===== config.mk =====
export PLATFORM = sky130hd
export DESIGN_NAME = dlpc300_init_seq
export DESIGN_NICKNAME = d
export VERILOG_FILES = /design/src/rtl/dlpc300_pkg.sv /design/src/rtl/dlpc300_init_rom.sv /design/src/rtl/dlpc300_init_seq.sv
export SDC_FILE = /design/constraint.sdc
export NUM_CORES = 1
export LEC_CHECK = 0
export ABC_AREA = 1
export CAP_MARGIN = 20
export CORE_MARGIN = 2
export CORE_UTILIZATION = 45
export CTS_CLUSTER_DIAMETER = 100
export DETAILED_ROUTE_END_ITERATION = 16
export PLACE_DENSITY = 0.67
export SYNTH_ARGS = -nofsm -noshare
export SYNTH_HDL_FRONTEND = slang
export SYNTH_SLANG_ARGS = --single-unit

===== constraint.sdc =====
create_clock -name clk -period 3.7 [get_ports clk]
set_clock_uncertainty 0.1 [all_clocks]
set_input_delay 1.11 -clock clk [delete_from_list [all_inputs] [get_ports clk]]
set_output_delay 1.11 -clock clk [all_outputs]
set_load 0.1 [all_outputs]

===== src/rtl/dlpc300_pkg.sv =====
// Shared types and constants for the DLPC300 power-up configuration sequencer.
package dlpc300_pkg;

  typedef enum logic [3:0] {
    ST_IDLE     = 4'd0,
    ST_PWR_WAIT = 4'd1,
    ST_FETCH    = 4'd2,
    ST_WR_REQ   = 4'd3,
    ST_WR_WAIT  = 4'd4,
    ST_RD_REQ   = 4'd5,
    ST_RD_WAIT  = 4'd6,
    ST_CHECK    = 4'd7,
    ST_GAP      = 4'd8,
    ST_DONE     = 4'd9,
    ST_FAIL     = 4'd10
  } seq_state_e;

  localparam int ENTRY_W   = 40;
  localparam int ADDR_MSB  = 39;
  localparam int ADDR_LSB  = 32;
  localparam int DATA_MSB  = 31;
  localparam int ROM_DEPTH = 16;
  localparam int CNT_MIN_W = 18;

  // Unpopulated ROM slots read back as a write of zero to address 0.
  localparam logic [ENTRY_W-1:0] ROM_DEFAULT_ENTRY = 40'h00_0000_0000;

  function automatic int cnt_width(input int a, input int b, input int c);
    int m;
    int w;
    m = a;
    if (b > m) m = b;
    if (c > m) m = c;
    w = $clog2(m + 1);
    return (w < CNT_MIN_W) ? CNT_MIN_W : w;
  endfunction

endpackage


===== src/rtl/dlpc300_init_rom.sv =====
// Power-up register table for the DLPC300: {address, data} per entry, one-cycle read latency.
module dlpc300_init_rom
  import dlpc300_pkg::*;
(
  input  logic               clk,
  input  logic [7:0]         addr,
  output logic [ENTRY_W-1:0] entry
);

  logic [ENTRY_W-1:0] entry_d;
  logic [ENTRY_W-1:0] entry_q;

  always_comb begin
    case (addr)
      8'd0:    entry_d = {8'h00, 32'h0000_0001};
      8'd1:    entry_d = {8'h04, 32'h1234_5678};
      8'd2:    entry_d = {8'h08, 32'hA5A5_5A5A};
      8'd3:    entry_d = {8'h0C, 32'h0000_00FF};
      8'd4:    entry_d = {8'h10, 32'h8000_0000};
      8'd5:    entry_d = {8'h14, 32'h0001_0002};
      8'd6:    entry_d = {8'h18, 32'hCAFE_F00D};
      8'd7:    entry_d = {8'h1C, 32'h0F0F_0F0F};
      8'd8:    entry_d = {8'h20, 32'h0000_0100};
      8'd9:    entry_d = {8'h24, 32'hFFFF_0000};
      8'd10:   entry_d = {8'h28, 32'h0000_0003};
      8'd11:   entry_d = {8'h2C, 32'h1357_9BDF};
      8'd12:   entry_d = {8'h30, 32'h2468_ACE0};
      8'd13:   entry_d = {8'h34, 32'h0000_0040};
      8'd14:   entry_d = {8'h38, 32'h7FFF_FFFF};
      8'd15:   entry_d = {8'h3C, 32'h0000_0000};
      default: entry_d = ROM_DEFAULT_ENTRY;
    endcase
  end

  always_ff @(posedge clk) begin
    entry_q <= entry_d;
  end

  assign entry = entry_q;

endmodule


===== src/rtl/dlpc300_init_seq.sv =====
// Walks the init ROM after power-up, writing each entry to the DLPC300 config port
// with optional read-back verify, bounded retries and a fixed inter-transaction gap.
//
// state    | meaning
// IDLE     | port idle, waiting for start
// PWR_WAIT | power-up settle delay
// FETCH    | ROM read of current index
// WR_REQ   | latch address/data, raise write request
// WR_WAIT  | wait for write STOP or timeout
// RD_REQ   | raise read-back request
// RD_WAIT  | capture read data, wait for STOP or timeout
// CHECK    | compare read-back with written data
// GAP      | idle spacing before next transaction
// DONE     | one-cycle completion pulse
// FAIL     | entry exhausted its retries; error set
module dlpc300_init_seq
  import dlpc300_pkg::*;
#(
  parameter int N_ENTRIES      = 16,
  parameter int PWR_DELAY      = 100000,
  parameter int GAP_CYCLES     = 1000,
  parameter int TIMEOUT_CYCLES = 200000,
  parameter int MAX_RETRY      = 2,
  parameter int VERIFY         = 1
) (
  input  logic        clk,
  input  logic        rst_n,
  input  logic        start,
  output logic        busy,
  output logic        done,
  output logic        error,
  output logic [7:0]  err_index,
  output logic [7:0]  dlpc_address,
  output logic        dlpc_wr_req,
  output logic [31:0] dlpc_wr_data,
  output logic        dlpc_rd_req,
  input  logic [31:0] dlpc_rd_data,
  input  logic        dlpc_rd_valid,
  output logic        dlpc_rd_ready,
  input  logic        xfer_done
);

  localparam int CNT_W = cnt_width(PWR_DELAY, GAP_CYCLES, TIMEOUT_CYCLES);
  localparam logic [CNT_W-1:0] PWR_LAST = (PWR_DELAY > 0)      ? CNT_W'(PWR_DELAY - 1)      : '0;
  localparam logic [CNT_W-1:0] GAP_LAST = (GAP_CYCLES > 0)     ? CNT_W'(GAP_CYCLES - 1)     : '0;
  localparam logic [CNT_W-1:0] TMO_LAST = (TIMEOUT_CYCLES > 0) ? CNT_W'(TIMEOUT_CYCLES - 1) : '0;
  localparam logic [7:0] LAST_INDEX = 8'(N_ENTRIES - 1);
  localparam logic [7:0] RETRY_MAX  = 8'(MAX_RETRY);

  seq_state_e         state_d, state_q;
  logic [7:0]         index_d, index_q;
  logic [7:0]         retry_d, retry_q;
  logic               redo_d, redo_q;
  logic [CNT_W-1:0]   cnt_d, cnt_q;
  logic [31:0]        rd_cap_d, rd_cap_q;
  logic               rd_seen_d, rd_seen_q;
  logic               busy_d, busy_q;
  logic               done_d, done_q;
  logic               error_d, error_q;
  logic [7:0]         err_index_d, err_index_q;
  logic [7:0]         addr_d, addr_q;
  logic [31:0]        wr_data_d, wr_data_q;
  logic               wr_req_d, wr_req_q;
  logic               rd_req_d, rd_req_q;
  logic               retry_hit;
  logic [ENTRY_W-1:0] rom_entry;

  dlpc300_init_rom u_rom (
    .clk   (clk),
    .addr  (index_q),
    .entry (rom_entry)
  );

  always_comb begin
    state_d     = state_q;
    index_d     = index_q;
    retry_d     = retry_q;
    redo_d      = redo_q;
    cnt_d       = cnt_q;
    rd_cap_d    = rd_cap_q;
    rd_seen_d   = rd_seen_q;
    busy_d      = busy_q;
    done_d      = 1'b0;
    error_d     = error_q;
    err_index_d = err_index_q;
    addr_d      = addr_q;
    wr_data_d   = wr_data_q;
    wr_req_d    = 1'b0;
    rd_req_d    = 1'b0;
    retry_hit   = 1'b0;

    case (state_q)
      ST_IDLE: begin
        if (start) begin
          state_d     = ST_PWR_WAIT;
          busy_d      = 1'b1;
          error_d     = 1'b0;
          err_index_d = '0;
          index_d     = '0;
          retry_d     = '0;
          redo_d      = 1'b0;
          cnt_d       = '0;
        end
      end
      ST_PWR_WAIT: begin
        if (cnt_q == PWR_LAST) begin
          cnt_d   = '0;
          state_d = ST_FETCH;
        end else begin
          cnt_d = cnt_q + CNT_W'(1);
        end
      end
      ST_FETCH: state_d = ST_WR_REQ;
      ST_WR_REQ: begin
        addr_d    = rom_entry[ADDR_MSB:ADDR_LSB];
        wr_data_d = rom_entry[DATA_MSB:0];
        wr_req_d  = 1'b1;
        cnt_d     = '0;
        state_d   = ST_WR_WAIT;
      end
      ST_WR_WAIT: begin
        // Completion wins over a timeout landing in the same cycle.
        if (xfer_done) begin
          cnt_d   = '0;
          state_d = (VERIFY != 0) ? ST_RD_REQ : ST_GAP;
        end else if (cnt_q == TMO_LAST) begin
          retry_hit = 1'b1;
        end else begin
          cnt_d = cnt_q + CNT_W'(1);
        end
      end
      ST_RD_REQ: begin
        rd_req_d  = 1'b1;
        rd_seen_d = 1'b0;
        cnt_d     = '0;
        state_d   = ST_RD_WAIT;
      end
      ST_RD_WAIT: begin
        if (dlpc_rd_valid && dlpc_rd_ready) begin
          rd_cap_d  = dlpc_rd_data;
          rd_seen_d = 1'b1;
        end
        if (xfer_done) begin
          state_d = ST_CHECK;
        end else if (cnt_q == TMO_LAST) begin
          retry_hit = 1'b1;
        end else begin
          cnt_d = cnt_q + CNT_W'(1);
        end
      end
      ST_CHECK: begin
        if (rd_seen_q && (rd_cap_q == wr_data_q)) begin
          cnt_d   = '0;
          state_d = ST_GAP;
        end else begin
          retry_hit = 1'b1;
        end
      end
      ST_GAP: begin
        if (cnt_q == GAP_LAST) begin
          cnt_d = '0;
          if (redo_q) begin
            redo_d  = 1'b0;
            state_d = ST_FETCH;
          end else if (index_q == LAST_INDEX) begin
            busy_d  = 1'b0;
            done_d  = 1'b1;
            state_d = ST_DONE;
          end else begin
            index_d = index_q + 8'd1;
            retry_d = '0;
            state_d = ST_FETCH;
          end
        end else begin
          cnt_d = cnt_q + CNT_W'(1);
        end
      end
      ST_DONE: state_d = ST_IDLE;
      ST_FAIL: state_d = ST_IDLE;
      default: state_d = ST_IDLE;
    endcase

    if (retry_hit) begin
      if (retry_q < RETRY_MAX) begin
        retry_d = retry_q + 8'd1;
        redo_d  = 1'b1;
        cnt_d   = '0;
        state_d = ST_GAP;
      end else begin
        err_index_d = index_q;
        error_d     = 1'b1;
        busy_d      = 1'b0;
        state_d     = ST_FAIL;
      end
    end
  end

  always_ff @(posedge clk or negedge rst_n) begin
    if (!rst_n) begin
      state_q     <= ST_IDLE;
      index_q     <= '0;
      retry_q     <= '0;
      redo_q      <= 1'b0;
      cnt_q       <= '0;
      rd_cap_q    <= '0;
      rd_seen_q   <= 1'b0;
      busy_q      <= 1'b0;
      done_q      <= 1'b0;
      error_q     <= 1'b0;
      err_index_q <= '0;
      addr_q      <= '0;
      wr_data_q   <= '0;
      wr_req_q    <= 1'b0;
      rd_req_q    <= 1'b0;
    end else begin
      state_q     <= state_d;
      index_q     <= index_d;
      retry_q     <= retry_d;
      redo_q      <= redo_d;
      cnt_q       <= cnt_d;
      rd_cap_q    <= rd_cap_d;
      rd_seen_q   <= rd_seen_d;
      busy_q      <= busy_d;
      done_q      <= done_d;
      error_q     <= error_d;
      err_index_q <= err_index_d;
      addr_q      <= addr_d;
      wr_data_q   <= wr_data_d;
      wr_req_q    <= wr_req_d;
      rd_req_q    <= rd_req_d;
    end
  end

  assign busy          = busy_q;
  assign done          = done_q;
  assign error         = error_q;
  assign err_index     = err_index_q;
  assign dlpc_address  = addr_q;
  assign dlpc_wr_data  = wr_data_q;
  assign dlpc_wr_req   = wr_req_q;
  assign dlpc_rd_req   = rd_req_q;
  assign dlpc_rd_ready = 1'b1;

endmodule


==> reports/results.txt <==
Tcrit/Tclk final: 70.1%
number of standard cells in the final layout excluding fillers: 1262
worst rel slew slack: 45.0%
power per cell area: 862 mW/mm^2
Worst Setup Slack, final: 1110 ps
detailed-route via count: 6176
minimum setup slack among reg-to-reg paths: 1310 ps
clk buf depth: 2
post-route antenna net violation count: 0
Setup-failing EPs final: 0
placed cell count: 1230
Die Height: 133 um
largest net degree at the start of global routing: 57
TritonCTS sink count: 157
final HPWL from detailed placement: 12500 um
CTS tree: done
list of cells traversed by the critical path: clkdlybuf4s50_1, nor3_4, inv_2, nor2_4, inv_2, nand2_4, nand2_4, clkinv_4, a21oi_1
Vias per Instance: 4.89
number of I/O pins: 91
destination of the worst register-to-register timing path: cnt_q[6]
Clock Root Buffer: sky130_fd_sc_hd__clkbuf_16
peak clock frequency supported by timing: 385 MHz
leftover overflow at the end of global routing: 0
VDD IR max: 502 uV
most common library cells after synthesis: sky130_fd_sc_hd__nand2_1 (251), sky130_fd_sc_hd__dfrtp_1 (121), sky130_fd_sc_hd__nor2_1 (110)
R2R Path Start: dlpc_wr_data[28]
final critical delay including setup and external delays: 2590 ps
count of cells along the worst register-to-register path: 10
Crit. path cell count: 9
cell type contributing the most total cell area after synthesis: sky130_fd_sc_hd__dfrtp_1
Post-Synthesis Cell Area: 0.00754 mm^2
Antenna Cells: 0
proportion of netlist area held by the largest area contributor: 40.2%
port buffer count: 85
share of synthesized cell area in and, or, nand and nor gates: 25.1%
CTS buffer count: 17
critical setup path kind: in2reg
cell family with most CP delay: buffers and inverters
fraction of registers with async set or reset after synthesis: 77.1%
clock slew seen by the registers of the worst setup and hold paths: 60 ps
parity-gate share of the synthesized area counting xor and xnor cells: 2.32%
Hold Violations, Final: 0
number of buffers inserted by post-CTS setup repair: 0
number of H-tree levels: 4
RSZ-0062 raised after global routing: false
area of the core: 0.0165 mm^2
Post-Place Setup Slack: 671 ps
combinational family with the most area after synthesis: simple AND/OR/NAND/NOR gates
Iteration-0 DRC Markers: 442
critical path capture point: cnt_q[16]
element type at the critical path start: input port
number of antenna violations at the first check in global routing: 0
Hold-fix buffers, CTS: 0
arrival time at the worst endpoint: 2800 ps
nature of the critical path endpoint: register
Max FO, Critical Path: 17
Post-synth EDFFs: 0
number of rows created at floorplan: 47
mean instance size in the synthesized netlist: 7.94 um^2
synthesized instance count: 949
area of the die: 0.0178 mm^2
Resized Gates After CTS: 0
number of synthesized register bits: 157
total of warnings raised by yosys: 0
Setup TNS Final: 0 ps
count of TritonRoute iterations in the first routing pass: 5
fin. max-slew vios: 0
HP Class: reg2reg
Hold Slack: 323 ps
RD Place Congestion: 0.912
effective utilization at floorplan: 45.8%
ratio of cells with drive above 1 in the final layout: 13.4%
via count of the first global-routing pass: 5828
worst slew pin tran: 822 ps
Synth Area in Compound Gates: 10.4%
Crit. Startpoint: xfer_done
source-to-sink clock delay at the later pin of the worst-skew pair: 430 ps
global-route usage over all layers: 20.6%
biggest area contributors in the synthesized netlist: sky130_fd_sc_hd__dfrtp_1 (40%), sky130_fd_sc_hd__nand2_1 (13%), sky130_fd_sc_hd__dfxtp_1 (9.6%), sky130_fd_sc_hd__nor2_1 (5.5%), sky130_fd_sc_hd__inv_1 (5.1%)
Wirelength per Cell: 14.0 um
multiplexer share of the synthesized area: 2.39%
Largest stage delay, worst path: 460 ps
final net count: 1077
DRC errors left: 0
adder-cell area share of the yosys netlist: 1.83%
Top FF cell, synth: sky130_fd_sc_hd__dfrtp_1
count of max-cap constraint violations: 0
library cells used by synthesis: 41
sequential cell area fraction in the yosys report: 49.7%
most instantiated library cell after synthesis: sky130_fd_sc_hd__nand2_1
Post-Route WL: 17700 um
worst-path cell with the longest stage delay: sky130_fd_sc_hd__clkdlybuf4s50_1
buffers plus inverters on the worst setup path: 4
floorplan die width: 133 um
leakage power total: 4.49 nW
post-layout power: 7.80 mW
status: finished, final reports clean
Required @ worst endpoint: 3910 ps
area growth from synthesis to final layout: 20.1%
global-route wire length before repair: 29200 um
-- power by group --
part	total (mW)	switching, mW	internal (mW)	leakage, nW
Sequential	2.64	0.388	2.25	1.86
Combinational	3.41	2.52	0.893	2.32
Clock	1.75	0.708	1.04	0.304
-- layer usage --
layer | global-route usage (%) | share of wire [%] | vias to the layer above | wire length (um)
met4 | 6.86 | 1.6 | 0 | 277
met2 | 32.3 | 46 | 131 | 8130
li1 | - | - | 3160 | -
met5 | 0 | 0 | - | 0
met3 | 4.64 | 4.8 | 28 | 845
met1 | 28.6 | 48 | 2857 | 8410
-- metrics by stage --
| stage | area, um^2 | utilization [%] |
|---|---|---|
| 2_1_floorplan | 7550 | - |
| 3_3_place_gp | 8440 | 51.3 |
| 3_5_place_dp | 8440 | 51.3 |
| 4_1_cts | 9050 | 55.0 |
| 5_1_grt | 9050 | 55.0 |
| 6_report | 9050 | 55.0 |
-- kinds of logic (layout without fill, tap and decap cells) --
family                   count (synthesis)  count (layout)
XOR/XNOR                                20              20
AO/OA/AOI/OAI                          149             149
flip-flops                             157             157
buffers and inverters                  147             237
other                                    2               5
multiplexers                            16              16
AND/OR/NAND/NOR                        447             447
adder cells (fa/ha/maj)                 11              11
-- layout make-up --
class / instances / area [um^2]
inverters: 113 / 429
multi-input cells: 648 / 3200
fillers: 1532 / 7410
clock inverters: 9 / 67.6
well taps: 220 / 275
flip-flops and latches: 157 / 3750
clock buffers: 23 / 543
repair buffers: 92 / 791
-- sequential cells by signal, indices dropped and copies added (netlist names), 8 cells and up --
register and cells:
index_q 8, err_index 8, retry_q 8, cnt_q 18
rd_cap_q 32, dlpc_wr_data 32, u_rom.entry 36
-- layout by cell type (no fill, tap or decap), drive strengths merged, types with 35 or more instances in the layout --
cell	netlist	final
clkdlybuf4s50	0	35
nor2	118	118
dfrtp	121	121
nand3	45	45
a21oi	68	68
nand2	262	262
buf	21	57
o21ai	65	65
inv	110	112
dfxtp	36	36
-- tightest hold or removal path: cells and delay by family, from the launching register on --
kind	cells	cell delay, ps
flip-flops	1	290
AND/OR/NAND/NOR	2	100
-- how the worst min path moves through the flow --
stage / start / endpoint / slack [ps] / cells past startpoint
finish: u_rom.entry[35] / dlpc_address[3] / 320 / 2
global route: u_rom.entry[35] / dlpc_address[3] / 340 / 2
CTS: u_rom.entry[35] / dlpc_address[3] / 330 / 2
detailed placement: u_rom.entry[11] / dlpc_wr_data[11] / 320 / 2
global placement: u_rom.entry[1] / dlpc_wr_data[1] / 320 / 2
floorplan: u_rom.entry[21] / dlpc_wr_data[21] / 310 / 2
No activity file was read; power rests on OpenSTA's default activity.
